==> src/rtl/multi_peak_finder.sv <==
// Per-channel region peak finder for FBG spectra: one frame in, a MAX_PEAKS-word burst of
// peak indices out. Unused slots hold the all-ones sentinel.
//
// state | meaning
// IDLE  | wait for run_stb_i, outputs quiet
// ACQ   | consume SAMPLES valid samples, track open regions, commit closed ones
// FLUSH | one cycle: commit regions still open at end of frame, load first word
// OUT   | MAX_PEAKS strobed words, slot k in cycle k
module multi_peak_finder #(
  parameter int CH        = 4,
  parameter int DW        = 24,
  parameter int IW        = 14,
  parameter int SAMPLES   = 8192,
  parameter int MAX_PEAKS = 16,
  localparam int PW       = $clog2(MAX_PEAKS + 1)
) (
  input  logic             clk_i,
  input  logic             rst_i,
  input  logic             run_stb_i,
  input  logic             valid_i,
  input  logic [DW-1:0]    thr_i,
  input  logic [CH*DW-1:0] data_i,
  output logic             busy_o,
  output logic             rdy_stb_o,
  output logic [CH*IW-1:0] data_o,
  output logic [CH*PW-1:0] cnt_o,
  output logic [CH-1:0]    ovf_o
);

  localparam int KW = (MAX_PEAKS > 1) ? $clog2(MAX_PEAKS) : 1;
  localparam logic [IW-1:0] SENT   = {IW{1'b1}};
  localparam logic [IW-1:0] LAST_N = IW'(SAMPLES - 1);

  typedef enum logic [1:0] {IDLE, ACQ, FLUSH, OUT} state_t;

  state_t          state;
  logic [DW-1:0]   thr_q;
  logic [IW-1:0]   n;
  logic [KW-1:0]   out_k;
  logic [CH-1:0]   open;
  logic [CH-1:0]   ovf;
  logic [DW-1:0]   pk_max [CH];
  logic [IW-1:0]   pk_idx [CH];
  logic [PW-1:0]   cnt    [CH];
  logic [IW-1:0]   slot   [CH][MAX_PEAKS];

  logic [DW-1:0]   x      [CH];
  logic [CH-1:0]   above;
  logic [CH-1:0]   room;
  logic [CH-1:0]   commit;

  always_comb begin
    for (int c = 0; c < CH; c++) begin
      x[c]      = data_i[c*DW +: DW];
      above[c]  = x[c] > thr_q;
      room[c]   = cnt[c] < PW'(MAX_PEAKS);
      commit[c] = open[c] && ((state == ACQ && valid_i && !above[c]) || state == FLUSH);
    end
  end

  always_ff @(posedge clk_i or posedge rst_i) begin
    if (rst_i) begin
      state     <= IDLE;
      thr_q     <= '0;
      n         <= '0;
      out_k     <= '0;
      open      <= '0;
      ovf       <= '0;
      busy_o    <= 1'b0;
      rdy_stb_o <= 1'b0;
      data_o    <= '0;
      cnt_o     <= '0;
      ovf_o     <= '0;
      for (int c = 0; c < CH; c++) begin
        pk_max[c] <= '0;
        pk_idx[c] <= '0;
        cnt[c]    <= '0;
        for (int k = 0; k < MAX_PEAKS; k++) slot[c][k] <= SENT;
      end
    end else begin
      for (int c = 0; c < CH; c++) begin
        if (commit[c]) begin
          if (room[c]) begin
            slot[c][cnt[c][KW-1:0]] <= pk_idx[c];
            cnt[c] <= cnt[c] + 1'b1;
          end else begin
            ovf[c] <= 1'b1;
          end
        end
      end

      case (state)
        IDLE: begin
          if (run_stb_i) begin
            thr_q  <= thr_i;
            n      <= '0;
            open   <= '0;
            ovf    <= '0;
            ovf_o  <= '0;
            busy_o <= 1'b1;
            state  <= ACQ;
            for (int c = 0; c < CH; c++) begin
              cnt[c] <= '0;
              for (int k = 0; k < MAX_PEAKS; k++) slot[c][k] <= SENT;
            end
          end
        end

        ACQ: begin
          if (valid_i) begin
            n <= n + 1'b1;
            for (int c = 0; c < CH; c++) begin
              if (!open[c]) begin
                if (above[c]) begin
                  open[c]   <= 1'b1;
                  pk_max[c] <= x[c];
                  pk_idx[c] <= n;
                end
              end else if (!above[c]) begin
                open[c] <= 1'b0;
              end else if (x[c] > pk_max[c]) begin
                pk_max[c] <= x[c];
                pk_idx[c] <= n;
              end
            end
            if (n == LAST_N) state <= FLUSH;
          end
        end

        FLUSH: begin
          open      <= '0;
          out_k     <= '0;
          rdy_stb_o <= 1'b1;
          state     <= OUT;
          // Slot 0 may be written by this very cycle's commit, so forward it.
          for (int c = 0; c < CH; c++) begin
            data_o[c*IW +: IW] <= (commit[c] && cnt[c] == '0) ? pk_idx[c] : slot[c][0];
            cnt_o[c*PW +: PW]  <= cnt[c] + PW'(commit[c] & room[c]);
            ovf_o[c]           <= ovf[c] | (commit[c] & ~room[c]);
          end
        end

        OUT: begin
          if (out_k == KW'(MAX_PEAKS - 1)) begin
            rdy_stb_o <= 1'b0;
            busy_o    <= 1'b0;
            data_o    <= '0;
            cnt_o     <= '0;
            state     <= IDLE;
          end else begin
            out_k <= out_k + 1'b1;
            for (int c = 0; c < CH; c++) data_o[c*IW +: IW] <= slot[c][out_k + 1'b1];
          end
        end

        default: state <= IDLE;
      endcase
    end
  end

endmodule

==> config.mk <==
export PLATFORM = sky130hd
export DESIGN_NAME = multi_peak_finder
export DESIGN_NICKNAME = d
export VERILOG_FILES = /design/src/rtl/multi_peak_finder.sv
export SDC_FILE = /design/constraint.sdc
export NUM_CORES = 2
export LEC_CHECK = 0
export CORE_ASPECT_RATIO = 1.5
export CORE_UTILIZATION = 30
export DETAILED_ROUTE_END_ITERATION = 8
export PLACE_DENSITY = 0.53
export SKIP_CTS_REPAIR_TIMING = 1
export SLEW_MARGIN = 20
export SYNTH_ARGS = -nofsm -noshare
export SYNTH_HDL_FRONTEND = slang
export SYNTH_SLANG_ARGS = --single-unit
==> constraint.sdc <==
create_clock -name clk_i -period 55.7 [get_ports clk_i]
set_input_delay 11.14 -clock clk_i [delete_from_list [all_inputs] [get_ports clk_i]]
set_output_delay 11.14 -clock clk_i [all_outputs]
set_load 0.005 [all_outputs]
Word level (Yosys, flattened, before mapping) --
Cells that the tools add are included.
Operators by class: add/subtract/negate cells 10, multiply operators 0, divide/modulo/power cells 0, order comparisons 21, equal/unequal tests 14, shifts and indexed selects 0, mux-type cells 116, bitwise logic cells 21, reductions and logical operators 47
Operators with widths (number):
- 2-to-1 mux 224 bit | 8
- 2-to-1 mux 896 bit | 2
- bitwise mux 224 bit | 4
- 2-to-1 mux 14 bit | 34
- 2-to-1 mux 24 bit | 16
- binary-select mux 14 bit (select 4 bit) | 4
- demux 14 bit (select 4 bit) | 4
- greater-than comparator 24 bit | 8
- case mux 56 bit (2 select lines) | 1
- 2-to-1 mux 20 bit | 3
- 2-to-1 mux 56 bit | 1
- 2-to-1 mux 5 bit | 8
- case mux 20 bit (2 select lines) | 1
- case mux 14 bit (2 select lines) | 1
- greater-or-equal comparator 5 bit, second input constant | 5
- inverter 4 -> 5 bit | 5
- adder 5 x 1 -> 5 bit | 4
- adder 5 x 1 -> 5 bit, second input constant | 4
- zero test 5 bit | 4
- < comparator 5 x 1 -> 1 bit, second input constant | 4
- < comparator 5 bit, second input constant | 4
- 2-to-1 mux 4 bit | 5
- AND reduction 4 bit | 5
- logical AND 1 bit | 17
- other kinds (24) | 77
Word-level totals: register bits after elaboration 1202, bits in latches 0, bits in writable memories 0, memory bits (read-only) 0, input port bits 124, output and inout port bits 82, word-level logic and storage cells 316, memories kept 0

Longest topological paths before layout --
depth in word-level cells 10, mapped depth 16, gate-level depth less buffers 13

Worst setup path after synthesis --
Ideal clock, no wire load.
kind input-to-reg, start input data_i[23], end register cnt_o[4], arrival time 13.799 ns, data required time 55.567 ns, setup slack 41.768 ns, stages on the path 15, path buffers 3, path through ha_1 > nand4_1 > or4_4 > a211oi_1 > nor2_1 > a21oi_2 > buf_12 > buf_12 > buf_2 > nor2_1 > ha_1 > ha_1 > nand2_1 > xor2_1 > o21ai_0
On the way: word-level cells in the longest chain between the ends 8
Ends and longest elaborated chain:
- from (decl) | RTL line 22 | input logic [CH*DW-1:0] data_i,
- greater-than comparator 24 bit | RTL line 55 | above[c] = x[c] > thr_q;
- zero test 1 bit
- logical AND 1 bit | RTL line 57 | commit[c] = open[c] && ((state == ACQ && valid_i && !above[c]) || state == FLUSH);
- logical OR 1 bit | RTL line 57
- logical AND 1 bit | RTL line 57
- bitwise AND 1 bit | RTL line 138 | cnt_o[c*PW +: PW] <= cnt[c] + PW'(commit[c] & room[c]);
- adder 5 x 1 -> 5 bit | RTL line 138
- case mux 20 bit (2 select lines) | RTL line 92 | case (state)
- to (signal, indexed assignment) | RTL line 138
- to (decl) | RTL line 26 | output logic [CH*PW-1:0] cnt_o,
Every way passes these cells. A chain may end at the register's enable or synchronous reset.

==> impl_metrics.py <==
metrics = {
    "logic_synthesis": {
        "synthDistinctLibCells": 73,
        "ys.flop_type": "dfstp_2",
        "syn_nets": 5771,
        "ys_warn_count": 0,
        "ys_seq_area_share_pct": 50.3,
        "synth_cells": 5425,
        "syn_avg_cell_area_um2": 11.4,
        "async_reset_ff_share_pct": 100,
        "yosysTopAreaCell": "dfstp_2",
        "synth_top_area_share_pct": 37.9,
        "synth_edf_count": 0,
        "ys_seq_elements": 1202,
        "syn_area_um2": 62100,
        "synth_area_leaders": "dfstp_2 38%, dfrtp_1 12%, mux4_2 8.8%, mux2i_1 8.1%, nand2_1 4.5%",
    },
    "grt": {
        "overflow": 0,
        "grtUsageTotal_pct": 18.0,
        "grt_pass1_wl_mm": 288,
        "grt_max_degree": 202,
        "first_global_vias": 44099,
        "antenna_found_initial": 10,
    },
    "detailed_routing": {
        "routedWlPerCell_um": 23.1,
        "drtAntennaViolNets": 0,
        "via_per_inst": 5.22,
        "drc": 0,
        "drt-initial-drc-count": 2925,
        "num_vias": 42726,
        "detail_route.wirelength_mm": 189,
        "drt_pass1_iterations": 5,
    },
    "clocking": {
        "cts_made_buffers": 130,
        "cts_sinks": 1202,
        "clock_path_buffers": 3,
        "cts_tree": "yes",
        "clock-root-buffer": "clkbuf_16",
        "htree_levels": 4,
        "path_clk_slew_ps": 60,
        "clk_latency_ps": 780,
    },
    "cells_and_area": {
        "areaGrowthSynthToFinish_pct": 14.2,
        "finalInstanceArea_um2": 70900,
        "most-common-layout-cells": "896 x dfstp_2, 739 x nand2_1, 503 x mux2i_1, 351 x a21oi_1, 305 x dfrtp_1",
        "final_common_cell": "dfstp_2",
        "final_nets": 5739,
        "final_layout_size_suffix_gt1_share_pct": 30.2,
    },
    "critical_path": {
        "reg2reg_setup_slack_ps": 51120,
        "path_common_cell": "buf_4",
        "cp_num_buf_inv": 6,
        "cp.required_ps": 56450,
        "end_kind": "async pin",
        "crit_type": "in2async",
        "max_stage_delay_ps": 860,
        "critPathLaunchType": "input pin",
        "reg2reg_to": "slot[531]",
        "r2r_start": "state[0]",
        "cp_slowest_cell": "buf_4",
        "cp_data_arrival_time_ps": 15750,
        "reg2reg_depth": 8,
        "path_cells": "clkdlybuf4s50_1 > inv_8 > buf_4 > buf_4 > buf_12 > buf_4",
        "cp_max_fo": 161,
        "critPathTopFamily": "buffers and inverters",
    },
    "placed_design": {
        "dpl_cell_area_um2": 66400,
        "dp_hpwl_mm": 121,
        "portBuffers": 205,
        "place_congestion": 0.818,
        "dpl_worst_slack_ps": 39730,
    },
    "timing": {
        "finalHoldViolCount": 0,
        "grt_setup_unrepaired": "false",
        "fin_crit_ps": 15000,
        "slew_violations": 0,
        "setup_viol": 0,
        "min_period_over_period_pct": 26.9,
        "worst_clock_skew_ps": 32.5,
        "timing.fmax_mhz": 66.7,
        "slew_headroom_pct": 23.1,
        "setup_ws_ps": 40700,
        "worst_slew_pin_slew_ps": 1150,
        "tns_ps": 0,
    },
    "run": {
        "max-cap-violations": 0,
    },
    "die": {
        "io_pins": 206,
        "core_um2": 206000,
        "initial_core_util_pct": 30.2,
        "die_h_um": 559,
        "core.rowCount": 204,
        "die_area_um2": 209000,
        "die_x_um": 373,
    },
    "min_path": {
        "min_to": "slot[402]",
        "hold_path_class": "reg2reg",
        "worstHoldPathCells": 2,
        "hold_start": "slot[402]",
    },
    "pwr": {
        "cellLeakagePower_nw": 29.5,
        "power_density_nw_per_um2": 43.1,
        "ir_drop_uv": 34.4,
    },
    "status": {
        "outcome": "finished clean",
    },
}
==> flip-flops by register name, summed over array words and instances (netlist names) <==
register	cells
data_o	56
cnt_o	20
pk_idx	56
ovf	4
slot	896
ovf_o	4
pk_max	96
open	4
rdy_stb_o	1
n	14
thr_q	24
out_k	4
cnt	20
busy_o	1
state	2
==> layout make-up <==
| class | instances | area, um^2 |
|---|---|---|
| Fill cell | 20380 | 135000 |
| Sequential cell | 1202 | 31200 |
| Multi-Input combinational cell | 3508 | 28100 |
| Clock buffer | 194 | 3880 |
| Tap cell | 2678 | 3350 |
| Timing Repair Buffer | 294 | 2810 |
| Inverter | 257 | 972 |
| Clock inverter | 46 | 571 |
| Antenna cell | 5 | 12.5 |
==> how the worst max path moves through the flow <==
stage	startpoint	to	slack, ps	cells after the start
2_1_floorplan	rst_i	busy_o	12180	1
3_3_place_gp	rst_i	data_o[20]	39850	6
3_5_place_dp	rst_i	data_o[20]	39730	6
4_1_cts	rst_i	data_o[20]	40590	6
5_1_grt	rst_i	data_o[20]	40030	6
6_report	rst_i	data_o[20]	40700	6
==> worst min-delay path, cell delays in order, from the launching register on <==
cell and delay (ps):
dfstp_2 360, nand2_1 40, nand2_1 40
==> synthesized netlist by cell type, types with 54 or more instances <==
cell type / n
dfstp_2: 896
dfrtp_1: 306
inv_1: 257
a211o_1: 100
nor2_1: 158
a21oi_1: 352
mux2i_1: 503
buf_2: 62
o21ai_0: 230
mux2_2: 154
nand2_1: 742
a221o_1: 54
clkbuf_1: 305
and3_1: 106
nor3_1: 119
buf_1: 54
nand3_1: 117
ha_1: 222
mux4_2: 243
==> stage by stage <==
step                      power, W  utilization (%)  instances  hold slack, ps
after floorplan            0.00180                -       5425             433
after global placement     0.00215             32.3       7937             440
after detailed placement   0.00217             32.3       7937             444
after CTS                  0.00310             34.4       8177             452
after global routing       0.00323             34.5       8180             457
final                      0.00306             34.5       8184             450
==> report_power, final <==
part | internal [W] | total (W) | switching [W]
registers | 0.00103 | 0.00115 | 0.000118
logic | 0.000403 | 0.00100 | 0.000597
clock network | 0.000532 | 0.000913 | 0.000381
total | 0.00196 | 0.00306 | 0.00110
==> per-layer routing <==
layer / wire [um] / vias to the layer above / global-route usage (%)
met3: 8550 / 292 / 2.88
met5: 69 / - / 0
met4: 5830 / 10 / 6.26
li1: - / 19317 / -
met2: 94400 / 1034 / 30.8
met1: 79900 / 22073 / 22.7
==> cell families after synthesis <==
family | count (synthesis) | share of synthesized area, %
compound gates | 925 | 9.33
mux | 900 | 19.7
simple gates | 1425 | 10.9
xor+xnor | 36 | 0.508
fa+ha+maj | 222 | 4.48
flops | 1202 | 50.3
buf+inv | 715 | 4.78
(Power assumes the default switching activity.)
